File: src/rtl/load_store_unit_pkg.sv
// Shared encodings for the RV32I load/store path: decode-stage memory controls,
// LSU state codes and the access-legality check.
package load_store_unit_pkg;

    localparam logic [1:0] MEM_OP_NONE  = 2'b00;
    localparam logic [1:0] MEM_OP_LOAD  = 2'b01;
    localparam logic [1:0] MEM_OP_STORE = 2'b10;

    localparam logic [2:0] MEM_RD_NONE = 3'd0;
    localparam logic [2:0] MEM_RD_BYTE = 3'd1;
    localparam logic [2:0] MEM_RD_HALF = 3'd2;
    localparam logic [2:0] MEM_RD_WORD = 3'd3;
    localparam logic [2:0] MEM_RD_B_U  = 3'd4;
    localparam logic [2:0] MEM_RD_H_U  = 3'd5;

    localparam logic [3:0] MEM_WR_NONE = 4'b0000;
    localparam logic [3:0] MEM_WR_BYTE = 4'b0001;
    localparam logic [3:0] MEM_WR_HALF = 4'b0011;
    localparam logic [3:0] MEM_WR_WORD = 4'b1111;

    localparam logic [1:0] LSU_ST_IDLE = 2'd0;
    localparam logic [1:0] LSU_ST_REQ  = 2'd1;
    localparam logic [1:0] LSU_ST_WAIT = 2'd2;
    localparam logic [1:0] LSU_ST_DONE = 2'd3;

    localparam int unsigned LSU_TIMEOUT_DEFAULT = 255;

    // Unknown read types, odd write masks and unknown ops are all rejected.
    function automatic logic access_legal(input logic [1:0] op, input logic [2:0] rtype,
                                          input logic [3:0] mask, input logic [1:0] off);
        logic ok;
        ok = 1'b0;
        if (op == MEM_OP_LOAD) begin
            case (rtype)
                MEM_RD_BYTE, MEM_RD_B_U: ok = 1'b1;
                MEM_RD_HALF, MEM_RD_H_U: ok = !off[0];
                MEM_RD_WORD:             ok = (off == 2'b00);
                default:                 ok = 1'b0;
            endcase
        end else if (op == MEM_OP_STORE) begin
            case (mask)
                MEM_WR_BYTE: ok = 1'b1;
                MEM_WR_HALF: ok = !off[0];
                MEM_WR_WORD: ok = (off == 2'b00);
                default:     ok = 1'b0;
            endcase
        end
        return ok;
    endfunction

endpackage

File: src/rtl/load_store_unit_if.sv
// Data-memory bus: one request/grant handshake followed by a read-data beat for loads.
interface load_store_unit_if;
    logic        bus_req;
    logic        bus_we;
    logic [31:0] bus_addr;
    logic [3:0]  bus_be;
    logic [31:0] bus_wdata;
    logic        bus_gnt;
    logic        bus_rvalid;
    logic [31:0] bus_rdata;

    modport master (output bus_req, bus_we, bus_addr, bus_be, bus_wdata,
                    input  bus_gnt, bus_rvalid, bus_rdata);
    modport slave  (input  bus_req, bus_we, bus_addr, bus_be, bus_wdata,
                    output bus_gnt, bus_rvalid, bus_rdata);
endinterface

File: src/rtl/load_store_unit_extender.sv
// Picks the addressed byte/half out of a read word and sign- or zero-extends it.
module load_extender
    import load_store_unit_pkg::*;
(
    input  logic [31:0] rdata,
    input  logic [1:0]  off,
    input  logic [2:0]  rtype,
    output logic [31:0] ext
);
    logic [31:0] shifted;

    always_comb begin
        shifted = rdata >> {off, 3'b000};
        case (rtype)
            MEM_RD_BYTE: ext = {{24{shifted[7]}}, shifted[7:0]};
            MEM_RD_B_U:  ext = {24'd0, shifted[7:0]};
            MEM_RD_HALF: ext = {{16{shifted[15]}}, shifted[15:0]};
            MEM_RD_H_U:  ext = {16'd0, shifted[15:0]};
            default:     ext = rdata;
        endcase
    end
endmodule

File: src/rtl/load_store_unit.sv
// RV32I load/store unit: one bus transaction per memory instruction, stalling the
// core via busy and returning extended load data with a one-cycle done pulse.
module load_store_unit
    import load_store_unit_pkg::*;
#(
    parameter int unsigned TIMEOUT_CYCLES = LSU_TIMEOUT_DEFAULT
) (
    input  logic        clk,
    input  logic        rst_n,
    input  logic        core_valid,
    input  logic [1:0]  mem_op,
    input  logic [2:0]  mem_read_type,
    input  logic [3:0]  mem_write_mask,
    input  logic [31:0] addr,
    input  logic [31:0] wdata,
    output logic        busy,
    output logic        done,
    output logic        err,
    output logic [31:0] rdata,
    load_store_unit_if.master mem
);
    localparam logic [15:0] TMO_LAST = 16'(TIMEOUT_CYCLES - 1);

    logic [1:0]  state_q, state_d;
    logic [15:0] cnt_q;
    logic [1:0]  op_q;
    logic [2:0]  rtype_q;
    logic [1:0]  off_q;
    logic        accept, legal, expired;
    logic [3:0]  be_sh;
    logic [31:0] wdata_rep, ext_data;

    assign busy    = (state_q != LSU_ST_IDLE);
    assign accept  = (state_q == LSU_ST_IDLE) && core_valid && (mem_op != MEM_OP_NONE);
    assign legal   = access_legal(mem_op, mem_read_type, mem_write_mask, addr[1:0]);
    // >= rather than == so a load granted on its last REQ cycle still times out in WAIT.
    assign expired = (cnt_q >= TMO_LAST);
    assign be_sh   = mem_write_mask << addr[1:0];

    always_comb begin
        case (mem_write_mask)
            MEM_WR_BYTE: wdata_rep = {4{wdata[7:0]}};
            MEM_WR_HALF: wdata_rep = {2{wdata[15:0]}};
            default:     wdata_rep = wdata;
        endcase
    end

    load_extender u_ext (
        .rdata (mem.bus_rdata),
        .off   (off_q),
        .rtype (rtype_q),
        .ext   (ext_data)
    );

    always_comb begin
        state_d = state_q;
        case (state_q)
            LSU_ST_IDLE: if (accept) state_d = legal ? LSU_ST_REQ : LSU_ST_DONE;
            LSU_ST_REQ: begin
                if (mem.bus_gnt) state_d = (op_q == MEM_OP_STORE) ? LSU_ST_DONE : LSU_ST_WAIT;
                else if (expired) state_d = LSU_ST_DONE;
            end
            LSU_ST_WAIT: if (mem.bus_rvalid || expired) state_d = LSU_ST_DONE;
            default:     state_d = LSU_ST_IDLE;
        endcase
    end

    always_ff @(posedge clk or negedge rst_n) begin
        if (!rst_n) begin
            state_q       <= LSU_ST_IDLE;
            cnt_q         <= '0;
            op_q          <= MEM_OP_NONE;
            rtype_q       <= MEM_RD_NONE;
            off_q         <= '0;
            done          <= 1'b0;
            err           <= 1'b0;
            rdata         <= '0;
            mem.bus_req   <= 1'b0;
            mem.bus_we    <= 1'b0;
            mem.bus_addr  <= '0;
            mem.bus_be    <= '0;
            mem.bus_wdata <= '0;
        end else begin
            state_q <= state_d;
            done    <= (state_d == LSU_ST_DONE);
            err     <= 1'b0;
            rdata   <= '0;
            if (state_q == LSU_ST_REQ || state_q == LSU_ST_WAIT) cnt_q <= cnt_q + 16'd1;
            case (state_q)
                LSU_ST_IDLE: if (accept) begin
                    op_q    <= mem_op;
                    rtype_q <= mem_read_type;
                    off_q   <= addr[1:0];
                    if (legal) begin
                        cnt_q         <= '0;
                        mem.bus_req   <= 1'b1;
                        mem.bus_we    <= (mem_op == MEM_OP_STORE);
                        mem.bus_addr  <= {addr[31:2], 2'b00};
                        mem.bus_be    <= be_sh;
                        mem.bus_wdata <= wdata_rep;
                    end else begin
                        err <= 1'b1;
                    end
                end
                LSU_ST_REQ: if (mem.bus_gnt || expired) begin
                    mem.bus_req <= 1'b0;
                    err         <= !mem.bus_gnt;
                end
                LSU_ST_WAIT: begin
                    // Data arriving on the expiry cycle still completes cleanly.
                    if (mem.bus_rvalid) rdata <= ext_data;
                    else if (expired)   err   <= 1'b1;
                end
                default: ;
            endcase
        end
    end
endmodule

File: src/flat_wrapper.sv
// flat-port wrapper written by rule: the top's interface ports become plain ports
module load_store_unit_flat import load_store_unit_pkg::*;
#(
    parameter int unsigned TIMEOUT_CYCLES = LSU_TIMEOUT_DEFAULT
)
  (clk, rst_n, core_valid, mem_op, mem_read_type, mem_write_mask, addr, wdata, busy, done, err, rdata, mem_bus_req, mem_bus_we, mem_bus_addr, mem_bus_be, mem_bus_wdata, mem_bus_gnt, mem_bus_rvalid, mem_bus_rdata);
  load_store_unit_if mem_i ();
  input  logic clk;
  input  logic rst_n;
  input  logic core_valid;
  input  logic [1:0] mem_op;
  input  logic [2:0] mem_read_type;
  input  logic [3:0] mem_write_mask;
  input  logic [31:0] addr;
  input  logic [31:0] wdata;
  output logic busy;
  output logic done;
  output logic err;
  output logic [31:0] rdata;
  output wire logic [$bits(mem_i.bus_req)-1:0] mem_bus_req;
  output wire logic [$bits(mem_i.bus_we)-1:0] mem_bus_we;
  output wire logic [$bits(mem_i.bus_addr)-1:0] mem_bus_addr;
  output wire logic [$bits(mem_i.bus_be)-1:0] mem_bus_be;
  output wire logic [$bits(mem_i.bus_wdata)-1:0] mem_bus_wdata;
  input wire logic [$bits(mem_i.bus_gnt)-1:0] mem_bus_gnt;
  input wire logic [$bits(mem_i.bus_rvalid)-1:0] mem_bus_rvalid;
  input wire logic [$bits(mem_i.bus_rdata)-1:0] mem_bus_rdata;
  assign mem_bus_req = mem_i.bus_req;
  assign mem_bus_we = mem_i.bus_we;
  assign mem_bus_addr = mem_i.bus_addr;
  assign mem_bus_be = mem_i.bus_be;
  assign mem_bus_wdata = mem_i.bus_wdata;
  assign mem_i.bus_gnt = mem_bus_gnt;
  assign mem_i.bus_rvalid = mem_bus_rvalid;
  assign mem_i.bus_rdata = mem_bus_rdata;
  load_store_unit #(.TIMEOUT_CYCLES(TIMEOUT_CYCLES)) u_core (.clk(clk), .rst_n(rst_n), .core_valid(core_valid), .mem_op(mem_op), .mem_read_type(mem_read_type), .mem_write_mask(mem_write_mask), .addr(addr), .wdata(wdata), .busy(busy), .done(done), .err(err), .rdata(rdata), .mem(mem_i));
endmodule
File: config.mk
export PLATFORM = sky130hd
export DESIGN_NAME = load_store_unit_flat
export DESIGN_NICKNAME = d
export VERILOG_FILES = /design/src/rtl/load_store_unit_pkg.sv /design/src/rtl/load_store_unit_if.sv /design/src/rtl/load_store_unit_extender.sv /design/src/rtl/load_store_unit.sv /design/src/flat_wrapper.sv
export SDC_FILE = /design/constraint.sdc
export NUM_CORES = 1
export LEC_CHECK = 0
export ABC_AREA = 1
export CAP_MARGIN = 15
export CORE_MARGIN = 3
export CORE_UTILIZATION = 46
export CTS_CLUSTER_SIZE = 12
export DETAILED_ROUTE_END_ITERATION = 12
export PLACE_DENSITY = 0.81
export SLEW_MARGIN = 20
export SYNTH_ARGS = -nofsm -noshare
export SYNTH_HDL_FRONTEND = slang
export SYNTH_SLANG_ARGS = --single-unit
File: constraint.sdc
create_clock -name clk -period 2.6 [get_ports clk]
set_clock_uncertainty 0.15 [all_clocks]
set_input_delay 0.26 -clock clk [delete_from_list [all_inputs] [get_ports clk]]
set_output_delay 0.26 -clock clk [all_outputs]
set_load 0.02 [all_outputs]
# Yosys cells after proc, flatten, opt, wreduce, memory -nomap -nowiden
# Index checks and enable logic that the tools add are counted.
# Widths: inputs -> output; s select.
[totals] register_bits=127 latch_bits=0 mem_bits_rw=0 mem_bits_ro=0 input_bits=110 out_inout_bits=105 elab_cells=84 mem_count=0
[op_classes] add_sub_neg=1 multipliers=0 div_mod_pow=0 order_cmp=1 eq_ne=21 shift=2 n_mux=29 bitwise=0 reduce_logical=17
[op_table] operator="$pmux 32 s4" count=1
[op_table] operator="$mux 16" count=4
[op_table] operator="$mux 32" count=2
[op_table] operator="$pmux 32 s2" count=1
[op_table] operator="$shr 32x5->16" count=1
[op_table] operator="$add 16x1->16 const B" count=1
[op_table] operator="$ge 16x8->1 const B" count=1
[op_table] operator="$eq 3x3->1 const B" count=4
[op_table] operator="$mux 1" count=11
[op_table] operator="$mux 2" count=5
[op_table] operator="$eq 3x2->1 const B" count=3
[op_table] operator="$pmux 1 s3" count=3
[op_table] operator="$eq 2x2->1 const B" count=4
[op_table] operator="$eq 3x1->1 const B" count=2
[op_table] operator="$pmux 2 s3" count=1
[op_table] operator="$reduce_bool 2->1" count=3
[op_table] operator="$eq 2x1->1 const B" count=2
[op_table] operator="$eq 4x1->1 const B" count=1
[op_table] operator="$eq 4x2->1 const B" count=1
[op_table] operator="$eq 4x4->1 const B" count=1
[op_table] operator="$logic_not 2->1" count=2
[op_table] operator="$ne 2x1->1 const B" count=2
[op_table] operator="$reduce_and 4->1" count=1
[op_table] operator="$reduce_or 2->1" count=2
[op_table] operator="8 further kinds" count=12

# Depth between registers and ports, before layout
# Gate-level depths: netlist of the first run.
[depth] depth_word=8 depth_mapped=11 depth_no_buf=11

# By module
# From an unflattened synthesis of the first run, not the netlist that was laid out.
[unflattened] cells_unflattened=889 area_unflattened_um2=6688.9
[by_module_without_submodules] mod="load_store_unit" instances=1 cells_each=645 area_each_um2=5484.0 seq_area_each_um2=3178.0
[by_module_without_submodules] mod="load_extender" instances=1 cells_each=244 area_each_um2=1204.9 seq_area_each_um2=0.0

# Worst setup path after synthesis of the first run
# No wires, ideal clock.
[synth_path] path_type="register to register" startpoint="register u_core.state_q[0]" endpoint="register u_core.cnt_q[14]" setup_time_ns=0.113 arrival_ns=1.542 t_required_ns=2.337 slack_ns=0.795 path_stages_with_launch=12 path_buffers=0 period_less_slack_ns=1.805 path_cell_list="dfrtp_1 -> inv_1 -> ha_1 -> inv_1 -> nor2_1 -> nand2_1 -> nor3_2 -> nand2_1 -> nand2_1 -> nand2_1 -> nand2_1 -> inv_1"
[synth_between] elab_chain_cells=6 word_cells_on_any_way=10 classes_between="eq/ne: 2; mux: 4; reduce/logical: 4"
[synth_rtl] item="from (decl)" line="load_store_unit.sv:24" rtl="logic [1:0] state_q, state_d;"
[synth_rtl] item="from (signal assigned)" line="load_store_unit.sv:84" rtl="state_q <= state_d;"
[synth_rtl] item="$eq 2x1->1 or $eq 2x2->1 (tied branches)" line="load_store_unit.sv:88" rtl="if (state_q == LSU_ST_REQ || state_q == LSU_ST_WAIT) cnt_q <= cnt_q + 16'd1;"
[synth_rtl] item="$logic_or 1x1->1" line="load_store_unit.sv:88"
[synth_rtl] item="$mux 16" line="load_store_unit.sv:88"
[synth_rtl] item="$mux 16" line="load_store_unit.sv:94" rtl="if (legal) begin"
[synth_rtl] item="$mux 16" line="load_store_unit.sv:90" rtl="LSU_ST_IDLE: if (accept) begin"
[synth_rtl] item="$mux 16 (*)" line="load_store_unit.sv:89" rtl="case (state_q)"
[synth_rtl] item="to (signal assigned)" line="load_store_unit.sv:88"
[synth_rtl] item="to (decl)" line="load_store_unit.sv:25" rtl="logic [15:0] cnt_q;"
# Mark *: on every way between the ends. The rest lies on a longest branch, timed or not.
# A chain may end at the register's enable or synchronous reset.

# Worst setup path after layout of the first run
[layout_path] startpoint="register u_core.state_q[0]" endpoint="output busy"
[layout_between] elab_chain_cells=1
[layout_rtl] item="$reduce_bool 2->1" line="load_store_unit.sv:33" rtl="assign busy = (state_q != LSU_ST_IDLE);"
[layout_rtl] item="to (decl)" line="flat_wrapper.sv:16" rtl="output logic busy;"
# No other way between the ends.

==> impl_metrics.tcl, run 1 <==
set metrics [dict create \
    post_synth.cell_area_avg_sq_um 8.15 \
    synth-warning-count 0 \
    initialDrtViolationCount 471 \
    route.final.wire_length_mm 17.2 \
    initial_core_util_pct 47.9 \
    tightestPinTransition_ps 623 \
    r2r_start "u_core.state_q[1]$_DFF_PN0_" \
    async_reset_ff_share_pct 100 \
    tritoncts "built" \
    timing.max_cap.violations 0 \
    numClockSinks 127 \
    drt_drc_violations_left 0 \
    slew_headroom_pct 58.2 \
    globalplace.congestion 0.924 \
    power_frac_clock_pct 22.7 \
    grt_start_max_net_pins 97 \
    grt_antenna_before_repair 0 \
    top_signal_layer_used "met4" \
    total_power_mw 10.3 \
    number_of_nets_at_the_end_of_the_flow 1083 \
    comb_power_share_pct 45.4 \
    netSwitchingPower_mw 3.96 \
    grt_usage_pct 23.7 \
    maximum_clock_frequency_mhz 417 \
    worst_setup_hold_path_clk_slew_ps 50 \
    m1WireLength_mm 7.22 \
    cts_inserted_buffers 17 \
    final_period_minus_worst_setup_slack_ps 2400 \
    cts_hold_buffers 1 \
    ant_nets 0 \
    worst_ep_required_time_ps 2190 \
    status "finished, final reports clean" \
    cp-end-kind "output pin" \
    internal-power_mw 6.33 \
    crit_path_cell_trace "inv_1 > ha_1 > buf_4 > inv_1 > clkdlybuf4s50_1" \
    drive_gt1_share_pct 8.61 \
    layout_worst_path_cycle_share_pct 92.3 \
    power_frac_seq_pct 31.9 \
    critPathMaxStageDelay_ps 610 \
    viasPerCell 5.01 \
    ys_seq_elements 127 \
    p_sw_share_pct 38.5 \
    distinct_cells_synth 36 \
    post_synth_inst_count 753 \
    slowest_stage "sky130_fd_sc_hd__clkdlybuf4s50_1" \
    r2r-end "u_core.cnt_q[14]$_DFF_PN0_" \
    crit_buf_inv 4 \
    timing.final.setup_violations 0 \
    post_synth_instance_area_sq_um 6140 \
    power.density_cell_area_nw_per_um2 1140 \
    top_level_ports 215 \
    critPathLaunchType "register" \
    die-height_microns 122 \
    worstHoldPathType "in -> async" \
    grt_setup_unrepaired "false" \
    vias 5747 \
    clk_latency_ps 400 \
    antennaDiodeCount 0 \
    criticalPathCategory "reg -> out" \
    cts-htree-levels 4 \
    ir_worst_vdd_mv 0.772 \
    dr_wl_met2_mm 7.90 \
    finalHoldViolCount 0 \
    core_sq_um 12800 \
    finish.cell_count_without_fillers 1148 \
    die_w_microns 122 \
    root_buffer "sky130_fd_sc_hd__clkbuf_16" \
    synth_edf_count 0 \
    cellLeakagePower_nw 4.30 \
    first_global_vias 5703 \
    data_arrival_time_at_the_worst_slack_endpoint_ps 1990 \
    worst_slack_ps 200 \
    rows 41 \
    count_of_buffers_added_by_post_cts_timing_repair_for_setup 0 \
    met3RoutedLength_mm 1.51 \
    dp_worst_setup_slack_ps 407 \
    path_common_cell "sky130_fd_sc_hd__inv_1" \
    grt_first_pass_wirelength_mm 27.8 \
    wire_per_inst_microns 14.9 \
    r2r_setup_slack_ps 480 \
    cts_resized 0 \
    report.final.slew_viol_count 0 \
    syn2layout_area_growth_pct 46.7 \
    dp_hpwl_mm 12.3 \
    dp_cells 1118 \
    dieArea_sq_um 14800 \
    dominantRegCellSynth "sky130_fd_sc_hd__dfrtp_1" \
    critical-path-top-delay-family "buffers and inverters" \
    seq_area_frac_synth_pct 51.8 \
    detailed_routing_iterations_pass_1 5 \
    timing.reg2reg.worst_path_depth 11 \
    fin_setup_tns_ps 0 \
    port-buffer-count 212 \
    grt_overflow_total 0 \
    timing.critical_path.fanout_max 5 \
    clk_path_buf_depth 2 \
]
-- layer usage --
| metal | vias up | global-route usage, % |
|---|---|---|
| met4 | 0 | 9.45 |
| met3 | 38 | 7.51 |
| met5 | - | 0 |
| met1 | 2646 | 30.5 |
| met2 | 234 | 37.4 |
| li1 | 2829 | - |
-- area by class of cell --
type / count / area (sq um)
clock inverters: 6 / 82.6
repair buffers: 227 / 2270
clock buffers: 23 / 498
fillers: 1017 / 3820
flip-flops and latches: 127 / 3180
well taps: 172 / 215
inverters: 68 / 260
multi-input cells: 525 / 2500
-- worst max path at each step --
stage / slack, ps / cells past startpoint / to / start
final: 200 / 5 / busy / u_core.state_q[0]$_DFF_PN0_
after global routing: 100 / 5 / busy / u_core.state_q[0]$_DFF_PN0_
after CTS: 170 / 5 / busy / u_core.state_q[0]$_DFF_PN0_
after detailed placement: 410 / 10 / u_core.mem.bus_wdata[14]$_DFFE_PN0P_ / addr[0]
after global placement: 450 / 12 / u_core.mem.bus_be[2]$_DFFE_PN0P_ / mem_write_mask[0]
after floorplan: 790 / 11 / u_core.cnt_q[14]$_DFF_PN0_ / u_core.state_q[0]$_DFF_PN0_
-- power groups by stage --
stage	Combinational (mW)	Clock (mW)	Sequential, mW
6_report	4.67	2.34	3.28
5_1_grt	5.10	2.46	3.38
4_1_cts	4.70	2.37	3.28
3_5_place_dp	4.68	0	3.27
3_3_place_gp	4.61	0	3.28
2_1_floorplan	1.79	0	4.05
-- registers in the layout, summed over array words and instances (netlist names) --
register and flops:
u_core.mem.bus_wdata 32, u_core.state_q 2, u_core.op_q 2, u_core.mem.bus_we 1
u_core.rtype_q 3, u_core.off_q 2, u_core.err 1, u_core.done 1
u_core.rdata 32, u_core.mem.bus_be 4, u_core.mem.bus_req 1, u_core.cnt_q 16
u_core.mem.bus_addr 30
-- cell usage after synthesis (2+ instances only) --
library cell / count / share of area (%)
sky130_fd_sc_hd__o21ai_1: 3 / 0.24
sky130_fd_sc_hd__xnor2_1: 4 / 0.57
sky130_fd_sc_hd__a21oi_1: 59 / 4.8
sky130_fd_sc_hd__nand2_1: 239 / 15
sky130_fd_sc_hd__nand3_1: 26 / 2.1
sky130_fd_sc_hd__buf_4: 3 / 0.37
sky130_fd_sc_hd__o21ai_0: 86 / 7.0
sky130_fd_sc_hd__nand2_2: 15 / 1.5
sky130_fd_sc_hd__ha_1: 7 / 1.4
sky130_fd_sc_hd__nand4_1: 2 / 0.20
sky130_fd_sc_hd__nand3_2: 2 / 0.33
sky130_fd_sc_hd__inv_4: 2 / 0.20
sky130_fd_sc_hd__a21oi_2: 10 / 1.4
sky130_fd_sc_hd__or2_2: 2 / 0.20
sky130_fd_sc_hd__buf_6: 6 / 1.1
sky130_fd_sc_hd__nor3_2: 2 / 0.33
sky130_fd_sc_hd__nand2_4: 2 / 0.37
sky130_fd_sc_hd__nor2_1: 39 / 2.4
sky130_fd_sc_hd__nor2_2: 2 / 0.20
sky130_fd_sc_hd__clkbuf_1: 7 / 0.43
sky130_fd_sc_hd__nor3_1: 7 / 0.57
sky130_fd_sc_hd__inv_1: 64 / 3.9
sky130_fd_sc_hd__inv_2: 2 / 0.12
sky130_fd_sc_hd__xor2_1: 6 / 0.86
sky130_fd_sc_hd__dfrtp_1: 127 / 52
sky130_fd_sc_hd__buf_2: 18 / 1.5
sky130_fd_sc_hd__a31oi_1: 2 / 0.20
-- cells by family after synthesis --
kind of cell | Yosys count | share of synthesized area, %
flops | 127 | 51.8
other cells | 1 | 0.0611
compound gates | 165 | 14.4
mux | 1 | 0.163
fa+ha+maj | 7 | 1.43
buf+inv | 102 | 7.60
xor+xnor | 10 | 1.43
simple gates | 340 | 23.2
-- cell usage in the layout (no fill, tap or decap), drive strengths merged --
cell           count
dfrtp            127
nand3b             1
a21oi             69
xor2               6
o21ai             89
nor2              42
clkbuf            23
conb               2
o21bai             1
o311ai             1
nand3             28
a31oi              2
nand2            256
buf               15
ha                 7
o22ai              2
nand4              2
xnor2              4
clkinv             3
clkdlybuf4s50    211
a22oi              1
mux2i              1
inv               68
nor3               9
bufinv             2
or2                2
dlygate4sd3        1
clkinvlp           1
-- stage by stage --
stage / cell area (sq um) / util (%) / hold WS, ps
2_1_floorplan: 6140 / - / -186
3_3_place_gp: 8410 / 65.6 / 60.4
3_5_place_dp: 8410 / 65.6 / 59.2
4_1_cts: 9000 / 70.2 / 179
5_1_grt: 9000 / 70.2 / 198
6_report: 9000 / 70.2 / 176
No activity file was read; power rests on OpenSTA's default activity.
==> inputs of run 2 (changes only) <==
--- a/config.mk
+++ b/config.mk
@@ -7,6 +7,7 @@
 export LEC_CHECK = 0
 export ABC_AREA = 1
 export CAP_MARGIN = 15
+export CORE_ASPECT_RATIO = 1.75
 export CORE_MARGIN = 3
 export CORE_UTILIZATION = 46
 export CTS_CLUSTER_SIZE = 12
==> run 2 against run 1 <==
  * Die area up 0.38%
  * Routed wire length grew 1.3%
  * Cell count rose by 0.35%
  * First-iteration DRC count decreased by 25%
  * Critical path type unchanged
  * Global-route usage up 0.57 points
  * Largest power group unchanged
  * Sequential power about the same
  * Cell area rose by 1.0%
  * Via count is 0.40% higher
  * Hold slack improved by 16 ps
==> impl_metrics.tcl, run 2 (synthesis results as in run 1) <==
set metrics [dict create \
    post-route-util_pct 69.9 \
    fin_setup_tns_ps 0 \
    cellLeakagePower_nw 4.34 \
    layout_worst_path_cycle_share_pct 90.9 \
    initial_core_util_pct 47.2 \
    r2r-end "u_core.mem.bus_addr[19]$_DFFE_PN0P_" \
    root_buffer "sky130_fd_sc_hd__clkbuf_16" \
    core_sq_um 13000 \
    clk_path_buf_depth 2 \
    power.density_cell_area_nw_per_um2 1160 \
    criticalPathCategory "reg -> out" \
    wire_per_inst_microns 15.1 \
    critPathLaunchType "register" \
    grt_antenna_before_repair 1 \
    grt_setup_unrepaired "false" \
    r2r_setup_slack_ps 470 \
    tritoncts "built" \
    data_arrival_time_at_the_worst_slack_endpoint_ps 1950 \
    grt_usage_pct 24.3 \
    rows 55 \
    filler_cell_count 1006 \
    count_of_buffers_added_by_post_cts_timing_repair_for_setup 0 \
    worst_setup_hold_path_clk_slew_ps 60 \
    timing.final.setup_violations 0 \
    die_w_microns 93.3 \
    clk_latency_ps 420 \
    finalHoldViolCount 0 \
    die-height_microns 159 \
    timing.reg2reg.worst_path_depth 11 \
    fin_worst_hold_slack_ps 192 \
    dp_worst_setup_slack_ps 304 \
    grt_overflow_total 0 \
    globalplace.congestion 0.922 \
    worstHoldPathType "in -> async" \
    port-buffer-count 212 \
    route.final.wire_length_mm 17.4 \
    finish.cell_count_without_fillers 1152 \
    status "finished, final reports clean" \
    timing.max_cap.violations 0 \
    final_cell_mix "sky130_fd_sc_hd__nand2_1, sky130_fd_sc_hd__clkdlybuf4s50_1, sky130_fd_sc_hd__dfrtp_1" \
    slew_headroom_pct 41.2 \
    maximum_clock_frequency_mhz 423 \
    syn2layout_area_growth_pct 48.2 \
    cts-htree-levels 4 \
    cp-end-kind "output pin" \
    grt_start_max_net_pins 72 \
    worst_slack_ps 238 \
    dieArea_sq_um 14800 \
    worst_ep_required_time_ps 2190 \
    report.final.slew_viol_count 0 \
    first_global_vias 5847 \
    most_common_library_cell_in_the_layout_ignoring_fill_and_taps "sky130_fd_sc_hd__nand2_1" \
    cts_inserted_buffers 17 \
    dp_cells 1118 \
    ir_worst_vdd_mv 0.662 \
    vias 5770 \
    grt_first_pass_wirelength_mm 28.3 \
    numClockSinks 127 \
    r2r_start "u_core.state_q[0]$_DFF_PN0_" \
    viasPerCell 5.01 \
    number_of_nets_at_the_end_of_the_flow 1084 \
    top_level_ports 215 \
    ant_nets 0 \
    initialDrtViolationCount 355 \
    dp_hpwl_mm 12.9 \
    detailed_routing_iterations_pass_1 5 \
    timing.critical_path.fanout_max 5 \
    top_regs "u_core.mem.bus_wdata x32, u_core.rdata x32, u_core.mem.bus_addr x30" \
    drive_gt1_share_pct 9.08 \
    drt_drc_violations_left 0 \
    tightestPinTransition_ps 882 \
    final_period_minus_worst_setup_slack_ps 2360 \
]
run 2: changes by cell type in the layout (fill, tap and decap cells not counted), sizes merged:
cell / previous run / this run
buf: 15 / 16
diode: 0 / 1
clkinvlp: 1 / 3
bufinv: 2 / 5
clkinv: 3 / 5
clkbuf: 23 / 18
inv: 68 / 69
run 2: how the worst max path moves through the flow:
| stage | endpoint | startpoint | slack [ps] |
|---|---|---|---|
| detailed placement | u_core.mem.bus_wdata[21]$_DFFE_PN0P_ | mem_write_mask[2] | 300 |
| global route | busy | u_core.state_q[1]$_DFF_PN0_ | 160 |
| global placement | u_core.mem.bus_wdata[20]$_DFFE_PN0P_ | mem_write_mask[2] | 310 |
| CTS | busy | u_core.state_q[0]$_DFF_PN0_ | 220 |
| finish | busy | u_core.state_q[0]$_DFF_PN0_ | 240 |
| floorplan | u_core.cnt_q[14]$_DFF_PN0_ | u_core.state_q[0]$_DFF_PN0_ | 790 |
run 2: repair_timing:
item	in CTS	in global routing
hold buffers	1	0
hold endpoints to repair	33	0
gates resized for setup	0	0
run 2: final cells by class:
cell class	count	area (sq um)	share of cell area, %
multi-input combinational	525	2500	27.5
timing repair buffer	228	2290	25.2
sequential	127	3180	34.9
clock buffer	18	439	4.83
inverter	68	260	2.86
antenna	1	2.50	0.0275
tap	171	214	2.35
clock inverter	14	214	2.35
run 2: report_power, final:
part | leakage (nW) | switching, mW | internal, mW
combinational | 2.36 | 2.61 | 2.02
clock | 0.312 | 0.893 | 1.73
sequential | 1.67 | 0.513 | 2.78
run 2: per-stage QoR:
step	cell area, sq um	total power [mW]
after floorplan	6140	5.84
after global placement	8430	7.84
after detailed placement	8430	7.93
after CTS	9090	10.6
after global routing	9100	11.2
final	9100	10.5
run 2: worst max-delay path, cell delays in order, from the launching register on:
cell	delay, ps
sky130_fd_sc_hd__dfrtp_1	400
sky130_fd_sc_hd__inv_1	120
sky130_fd_sc_hd__ha_1	270
sky130_fd_sc_hd__inv_1	130
sky130_fd_sc_hd__clkdlybuf4s50_1	610
run 2: layer usage:
layer	vias to the layer above	wire length, microns	global-route usage (%)
met3	65	1280	6.92
met2	240	8900	41.7
li1	2828	-	-
met5	-	0	0
met4	0	936	13.8
met1	2637	6250	26.0
==> inputs of run 3 (changes only) <==
--- a/config.mk
+++ b/config.mk
@@ -6,7 +6,6 @@
 export NUM_CORES = 1
 export LEC_CHECK = 0
 export ABC_AREA = 1
-export CAP_MARGIN = 15
 export CORE_ASPECT_RATIO = 1.75
 export CORE_MARGIN = 3
 export CORE_UTILIZATION = 46
==> results of run 3 <==
No change in the layout: final DEF, timing and power equal those of run 2.
